===== config.mk =====
export PLATFORM = sky130hd
export DESIGN_NAME = shift_arb_ctrl
export DESIGN_NICKNAME = d
export VERILOG_FILES = /design/src/rtl/shift_arb_pkg.sv /design/src/rtl/sipo_shift.sv /design/src/rtl/shift_arb_ctrl.sv
export SDC_FILE = /design/constraint.sdc
export NUM_CORES = 1
export LEC_CHECK = 0
export CAP_MARGIN = 20
export CORE_MARGIN = 8
export CORE_UTILIZATION = 50
export CTS_BUF_LIST = sky130_fd_sc_hd__clkbuf_8
export DETAILED_ROUTE_END_ITERATION = 8
export HOLD_SLACK_MARGIN = 0.06
export PLACE_DENSITY = 0.86
export SYNTH_ARGS = -nofsm -noshare
export SYNTH_HDL_FRONTEND = slang
export SYNTH_SLANG_ARGS = --single-unit

===== constraint.sdc =====
create_clock -name clk -period 1.4 [get_ports clk]
set_input_delay 0.14 -clock clk [delete_from_list [all_inputs] [get_ports clk]]
set_output_delay 0.14 -clock clk [all_outputs]
set_load 0.02 [all_outputs]

===== src/rtl/shift_arb_pkg.sv =====
// Shared definitions for the shift-register arbiter.
// Optional feature macro: SHIFT_ARB_PARITY_EN (adds a trailing even-parity bit per transfer).
package shift_arb_pkg;

    localparam int DEF_WIDTH = 8;
    localparam int DEF_CNT_W = 4;

    typedef enum logic [1:0] {
        ST_IDLE   = 2'd0,
        ST_SHIFT  = 2'd1,
        ST_PARITY = 2'd2,
        ST_HOLD   = 2'd3
    } state_t;

    // One-hot grant vector for a two-requester arbiter.
    function automatic logic [1:0] onehot2(input logic idx);
        return idx ? 2'b10 : 2'b01;
    endfunction

endpackage


===== src/rtl/sipo_shift.sv =====
// Serial-in / parallel-out shift register. Bits enter at the MSB and move
// toward the LSB, so the first bit received ends up in q[0].
module sipo_shift #(
    parameter int WIDTH = 8
) (
    input  logic             clk,
    input  logic             clr_n,
    input  logic             clr_sync,
    input  logic             en,
    input  logic             din,
    output logic [WIDTH-1:0] q
);

    // Synchronous clear wins over shift so a fresh grant always starts from zero.
    always_ff @(posedge clk or negedge clr_n) begin
        if (!clr_n) begin
            q <= '0;
        end else if (clr_sync) begin
            q <= '0;
        end else if (en) begin
            q <= {din, q[WIDTH-1:1]};
        end
    end

endmodule


===== src/rtl/shift_arb_ctrl.sv =====
// Round-robin arbiter/sequencer sharing one SIPO shifter between two serial
// requesters; the assembled word is offered on a valid/ready port tagged
// with its source.
// Optional feature macro: SHIFT_ARB_PARITY_EN (one extra granted cycle samples
// an even-parity bit; mismatch reported on out_perr). Undefined: out_perr = 0.
//
// state     | meaning
// ----------+-------------------------------------------------------------
// ST_IDLE   | no transfer; arbitrate pending requests
// ST_SHIFT  | grant held, one data bit shifted per cycle
// ST_PARITY | grant held one extra cycle to sample the parity bit
// ST_HOLD   | word presented on out_*, waiting for out_ready
module shift_arb_ctrl
    import shift_arb_pkg::*;
#(
    parameter int WIDTH = DEF_WIDTH,
    parameter int CNT_W = DEF_CNT_W
) (
    input  logic             clk,
    input  logic             clr_n,
    input  logic [1:0]       req,
    input  logic [1:0]       sdata,
    output logic [1:0]       gnt,
    output logic             busy,
    output logic             out_valid,
    input  logic             out_ready,
    output logic [WIDTH-1:0] out_data,
    output logic             out_src,
    output logic             out_perr
);

    state_t             state_q, state_d;
    logic               sel_q, sel_d;
    logic               rr_q, rr_d;
    logic [CNT_W-1:0]   cnt_q, cnt_d;
    logic [1:0]         gnt_q, gnt_d;
    logic               valid_q, valid_d;
    logic               busy_q, busy_d;
    logic               pick;
    logic               start;
    logic               last_bit;
    logic               shift_en;
    logic [WIDTH-1:0]   shreg;
`ifdef SHIFT_ARB_PARITY_EN
    logic               perr_q, perr_d;
`endif

    // A lone requester wins outright; the rr pointer only breaks ties.
    assign pick     = (req == 2'b11) ? rr_q : req[1];
    assign start    = (state_q == ST_IDLE) && (req != 2'b00);
    assign last_bit = (cnt_q == CNT_W'(WIDTH - 1));
    assign shift_en = (state_q == ST_SHIFT);

    sipo_shift #(
        .WIDTH (WIDTH)
    ) u_sipo (
        .clk      (clk),
        .clr_n    (clr_n),
        .clr_sync (start),
        .en       (shift_en),
        .din      (sdata[sel_q]),
        .q        (shreg)
    );

    // State and registered-output flops.
    always_ff @(posedge clk or negedge clr_n) begin
        if (!clr_n) begin
            state_q <= ST_IDLE;
            sel_q   <= 1'b0;
            rr_q    <= 1'b0;
            cnt_q   <= '0;
            gnt_q   <= 2'b00;
            valid_q <= 1'b0;
            busy_q  <= 1'b0;
`ifdef SHIFT_ARB_PARITY_EN
            perr_q  <= 1'b0;
`endif
        end else begin
            state_q <= state_d;
            sel_q   <= sel_d;
            rr_q    <= rr_d;
            cnt_q   <= cnt_d;
            gnt_q   <= gnt_d;
            valid_q <= valid_d;
            busy_q  <= busy_d;
`ifdef SHIFT_ARB_PARITY_EN
            perr_q  <= perr_d;
`endif
        end
    end

    // Next-state decode.
    always_comb begin
        state_d = state_q;
        case (state_q)
            ST_IDLE: begin
                if (req != 2'b00) state_d = ST_SHIFT;
            end
            ST_SHIFT: begin
                if (last_bit) begin
`ifdef SHIFT_ARB_PARITY_EN
                    state_d = ST_PARITY;
`else
                    state_d = ST_HOLD;
`endif
                end
            end
`ifdef SHIFT_ARB_PARITY_EN
            ST_PARITY: state_d = ST_HOLD;
`endif
            ST_HOLD: begin
                if (out_ready) state_d = ST_IDLE;
            end
            default: state_d = ST_IDLE;
        endcase
    end

    // Next values for the registered outputs and datapath bookkeeping.
    always_comb begin
        sel_d   = sel_q;
        rr_d    = rr_q;
        cnt_d   = cnt_q;
        gnt_d   = gnt_q;
        valid_d = valid_q;
        busy_d  = (state_d != ST_IDLE);
`ifdef SHIFT_ARB_PARITY_EN
        perr_d  = perr_q;
`endif
        case (state_q)
            ST_IDLE: begin
                if (start) begin
                    sel_d = pick;
                    gnt_d = onehot2(pick);
                    cnt_d = '0;
`ifdef SHIFT_ARB_PARITY_EN
                    perr_d = 1'b0;
`endif
                end
            end
            ST_SHIFT: begin
                cnt_d = cnt_q + 1'b1;
                if (last_bit) begin
`ifndef SHIFT_ARB_PARITY_EN
                    gnt_d   = 2'b00;
                    valid_d = 1'b1;
`endif
                end
            end
`ifdef SHIFT_ARB_PARITY_EN
            ST_PARITY: begin
                gnt_d   = 2'b00;
                valid_d = 1'b1;
                perr_d  = (^shreg) ^ sdata[sel_q];
            end
`endif
            ST_HOLD: begin
                if (out_ready) begin
                    valid_d = 1'b0;
                    rr_d    = ~sel_q;
                end
            end
            default: begin
                gnt_d   = 2'b00;
                valid_d = 1'b0;
            end
        endcase
    end

    assign gnt       = gnt_q;
    assign busy      = busy_q;
    assign out_valid = valid_q;
    assign out_data  = shreg;
    assign out_src   = sel_q;
`ifdef SHIFT_ARB_PARITY_EN
    assign out_perr  = perr_q;
`else
    assign out_perr  = 1'b0;
`endif

endmodule


After elaboration in Yosys (flattened, before gate mapping)
Cells that the tools add are included.
{"block": "totals", "reg_bits": 20, "inputBits": 7, "output_inout_bits": 14}
{"block": "op_classes", "add_sub_neg": 1, "n_lt_le_gt_ge": 1, "n_eq_ne": 7, "mux": 18, "bitwise_logic": 3, "n_reduce_logical": 11}
{"operator": "8-bit 2-to-1 mux", "count": 2}
{"operator": "2-bit 2-to-1 mux", "count": 6}
{"operator": "2-bit one-hot mux with 3 select lines", "count": 2}
{"operator": "4-bit one-hot mux with 2 select lines", "count": 1}
{"operator": "2-bit nonzero test", "count": 4}
{"operator": "2-bit inequality test, second input constant", "count": 3}
{"operator": "2-bit AND reduction", "count": 3}
{"operator": "3-bit AND reduction", "count": 2}
{"operator": "1-bit 2-to-1 mux", "count": 5}
{"operator": "4-bit by 1-bit adder with 4-bit output, second input constant", "count": 1}
{"operator": "2-bit == test, second input constant", "count": 2}
{"operator": "4-bit by 3-bit == test with 1-bit output, second input constant", "count": 1}
{"operator": "4-bit 2-to-1 mux", "count": 1}
{"operator": "1-bit NOT", "count": 3}
{"operator": "1-bit one-hot mux with 3 select lines", "count": 1}
{"operator": "2-bit by 1-bit == test with 1-bit output, second input constant", "count": 1}
{"operator": "2-bit zero test", "count": 1}
{"operator": "1-bit by 2-bit < comparator with 1-bit output, second input constant", "count": 1}
{"operator": "1-bit logical AND", "count": 1}

Longest topological paths before layout
{"block": "logic_depth", "word_depth": 5, "ltp_mapped": 5, "ltp_nobuf": 4}

Cells and area by module
From an unflattened synthesis, not the netlist that was laid out.
{"block": "hier_totals", "hier_cells": 81, "area_unflattened_um2": 917.1}
{"mod": "shift_arb_ctrl", "n_inst": 1, "cells_each": 55, "area_per_inst_um2": 591.8}
{"mod": "sipo_shift", "n_inst": 1, "cells_each": 26, "area_per_inst_um2": 325.3}

Least setup slack after synthesis
OpenSTA, ideal clock, no wires.
{"block": "synth_timing", "kind": "reg2reg", "startpoint": "register state_q[1]", "endpoint": "register sel_q (netlist: out_src)", "setup_ns": 0.121, "t_arrival_ns": 1.068, "required_time_ns": 1.279, "path_slack_ns": 0.211, "stages_incl_launch_ff": 5, "cell_sequence": "dfrtp_1 -> buf_6 -> or3b_4 -> a21oi_1 -> nor2_1"}
{"block": "synth_between", "elab_chain_len": 3}
{"item": "start: declaration", "line": "shift_arb_ctrl.sv:32", "rtl": "state_t state_q, state_d;"}
{"item": "start signal: assignment", "line": "shift_arb_ctrl.sv:79", "rtl": "state_q <= state_d;"}
{"item": "2-bit zero test (*)", "line": "shift_arb_ctrl.sv:50, shift_arb_ctrl.sv:129"}
{"item": "1-bit logical AND", "line": "shift_arb_ctrl.sv:50", "rtl": "assign start = (state_q == ST_IDLE) && (req != 2'b00);"}
{"item": "2-bit AND reduction (no line) (*)"}
{"item": "end signal: assignment", "line": "shift_arb_ctrl.sv:80", "rtl": "sel_q <= sel_d;"}
{"item": "end: declaration", "line": "shift_arb_ctrl.sv:33", "rtl": "logic sel_q, sel_d;"}
Mark *: on every way between the ends. The rest lies on a longest branch, timed or not.
A chain may end at the register's enable or synchronous reset.

Worst setup path after layout
{"block": "layout_timing", "startpoint": "register u_sipo.q[0]", "endpoint": "output out_data[0]"}
{"item": "start: declaration", "line": "sipo_shift.sv:11", "rtl": "output logic [WIDTH-1:0] q"}
{"item": "start signal: assignment", "line": "sipo_shift.sv:21", "rtl": "q <= {din, q[WIDTH-1:1]};"}
{"item": "end: declaration", "line": "shift_arb_ctrl.sv:27", "rtl": "output logic [WIDTH-1:0] out_data,"}
No word-level cell between the ends.

==> flow_metrics.tcl <==
set metrics [dict create \
    outcome "completed" \
    synth_adder_area_share 0.0139 \
    htreeDepth 1 \
    fmax_ghz 0.737 \
    nFillCells 133 \
    post-cts-setup-buffers 0 \
    dpl.hpwl_mm 1.36 \
    grt_pass1_vias 695 \
    syn_to_final_growth_pct 29.1 \
    synth_edf_count 0 \
    required_ps 1260 \
    cp_slowest_cell "clkdlybuf4s50_1" \
    drive_gt1_frac 0.122 \
    critPathMaxStageDelay_ps 600 \
    via_count 670 \
    cp.arrival_ps 1220 \
    die_h_um 58.4 \
    routedWlPerCell_um 15.9 \
    path_class "reg -> out" \
    fin_ws_ps 43.6 \
    ir_drop_uv 1460 \
    overflow 0 \
    die-area_mm2 0.00341 \
    clk_latency_ps 260 \
    cts.sink_count 20 \
    portBuffers 19 \
    synth_top_area_share 0.557 \
    drc 0 \
    finish.net_count 108 \
    setup_tns_ps 0 \
    crit_fanout 2 \
    fin_crit_sh 0.969 \
    drt_iter0_drc 10 \
    synthSimpleGateAreaFrac 0.121 \
    cts_root_buffer "clkbuf_8" \
    start_kind "register" \
    async_reset_ff_frac 1.00 \
    crit_family "buffers and inverters" \
    hold_class "in -> async" \
    dp_worst_setup_slack_ps -23.9 \
    synth_area_um2 898 \
    synth_compound_area_frac 0.216 \
    finalHoldViolCount 0 \
    yosys_register_bits 20 \
    drv_slew 0 \
    insertedDiodeCount 0 \
    critical_path_buf_inv_count 1 \
    antenna_left 0 \
    design.core.area_mm2 0.00171 \
    grt_max_degree 21 \
    gp_congestion 0.718 \
    io_pins 21 \
    finalNonFillerCells 123 \
    synth_xor_area_frac 0 \
    grt_pass1_wl_mm 3.20 \
    synthDistinctLibCells 31 \
    power_leakage_nw 0.623 \
    dp_cells 120 \
    multiInputGateArea_um2 342 \
    synthMuxAreaShare 0.0251 \
    cts_buffer_depth 2 \
    cts.clk_slew.worst_paths_ps 70 \
    total_power_mw 2.84 \
    grtUsageTotal 0.122 \
    rsz0062_at_grt "no" \
    vias_per_cell 5.45 \
    syn_area_per_cell_um2 11.7 \
    cap_violations 0 \
    hold_ws_ps 236 \
    endpoint_kind "primary output" \
    num_rows 15 \
    start_util 0.526 \
    synth_seq_area_share 0.557 \
    cts_buffers 3 \
    syn_inst 77 \
    power.density_mw_per_mm2 2450 \
    holdBufCountCts 0 \
    synth_top_area_cell "dfrtp_1" \
    yosys_warnings 0 \
    antenna_found_initial 0 \
    synth_top_family_by_area "compound AO/OA/AOI/OAI gates" \
    cts_tree "built" \
    skew_ps 2.52 \
    syn_nets 85 \
    synth_area_leaders "dfrtp_1 (56%), a22o_1 (8.8%), buf_4 (2.5%)" \
    setup_viol_count_final 0 \
    fin_crit_ps 1360 \
    crit_chain "clkdlybuf4s50_1" \
    routed_wl_mm 1.95 \
    dr.pass1.iters 4 \
    die_x_um 58.4 \
    ys.flop_type "dfrtp_1" \
    regArea_um2 500 \
]
## cell usage after synthesis, types with 2 or more instances
cell,instances
nand2_1,3
inv_1,3
o21ai_0,4
buf_6,2
mux2_2,2
buf_4,3
nor3_1,2
nand3_1,3
a22o_1,9
dfrtp_1,20
nor2_1,4
a21oi_1,3
## worst paths after layout
path,end,cells past startpoint,slack (ps),start
min in group clk,cnt_q[2],1,510,cnt_q[2]
max in group asynchronous,u_sipo.q[5],2,950,clr_n
max,out_data[0],1,40,u_sipo.q[0]
min reg2reg,cnt_q[2],1,510,cnt_q[2]
min,out_src,2,240,clr_n
max reg2reg,gnt[0],4,90,cnt_q[0]
## layout make-up
cell class | instances | area share
Tap cell | 25 | 0.0270
Timing Repair Buffer | 23 | 0.202
Sequential cell | 20 | 0.432
Inverter | 3 | 0.00971
Clock buffer | 3 | 0.0356
Multi-Input combinational cell | 49 | 0.294
## what timing repair did
item                                    CTS  global route
endpoints found under the setup margin    3             8
gates resized for setup                   3             8
endpoints found under the hold margin     0             0
## logic make-up after synthesis
| group | Yosys count |
|---|---|
| adders and majority gates | 1 |
| buffers and inverters | 8 |
| and+or+nand+nor | 19 |
| other | 1 |
| AOI/OAI and AO/OA | 26 |
| muxes | 2 |
| DFF | 20 |
## registers in the layout (all words and copies together), names as in the netlist
signal	count
u_sipo.q	8
cnt_q	4
gnt	2
state_q	2
busy	1
out_src	1
out_valid	1
rr_q	1
## stage by stage
step | area [µm²] | utilization
finish | 1160 | 0.679
global route | 1160 | 0.679
CTS | 1140 | 0.669
detailed placement | 1100 | 0.647
global placement | 1100 | 0.647
floorplan | 898 | -
## per-layer routing
layer  GRT usage  routed length (µm)
met3     0.00652                  26
met4      0.0839                  53
met2       0.206                 966
met5           0                   0
met1       0.145                 904
## placed cells by master (no fill, tap or decap), types with 2 or more instances in the layout
| cell | Yosys | final |
|---|---|---|
| nor2_1 | 4 | 4 |
| a21oi_1 | 3 | 3 |
| dfrtp_1 | 20 | 20 |
| nand3_1 | 3 | 3 |
| buf_4 | 3 | 4 |
| nand2_1 | 3 | 3 |
| o21ai_0 | 4 | 4 |
| clkbuf_8 | 0 | 3 |
| inv_1 | 3 | 3 |
| clkdlybuf4s50_1 | 0 | 9 |
| dlygate4sd2_1 | 0 | 3 |
| mux2_2 | 2 | 2 |
| a22o_1 | 9 | 9 |
| dlymetal6s2s_1 | 0 | 7 |
| nor3_1 | 2 | 2 |
## power by group
part	internal, mW	total, mW	switching, mW
sequential	0.849	1.11	0.265
combinational	0.678	1.35	0.672
clock	0.192	0.379	0.187
total	1.72	2.84	1.12
Note: power is estimated with default switching activity, not from simulation.
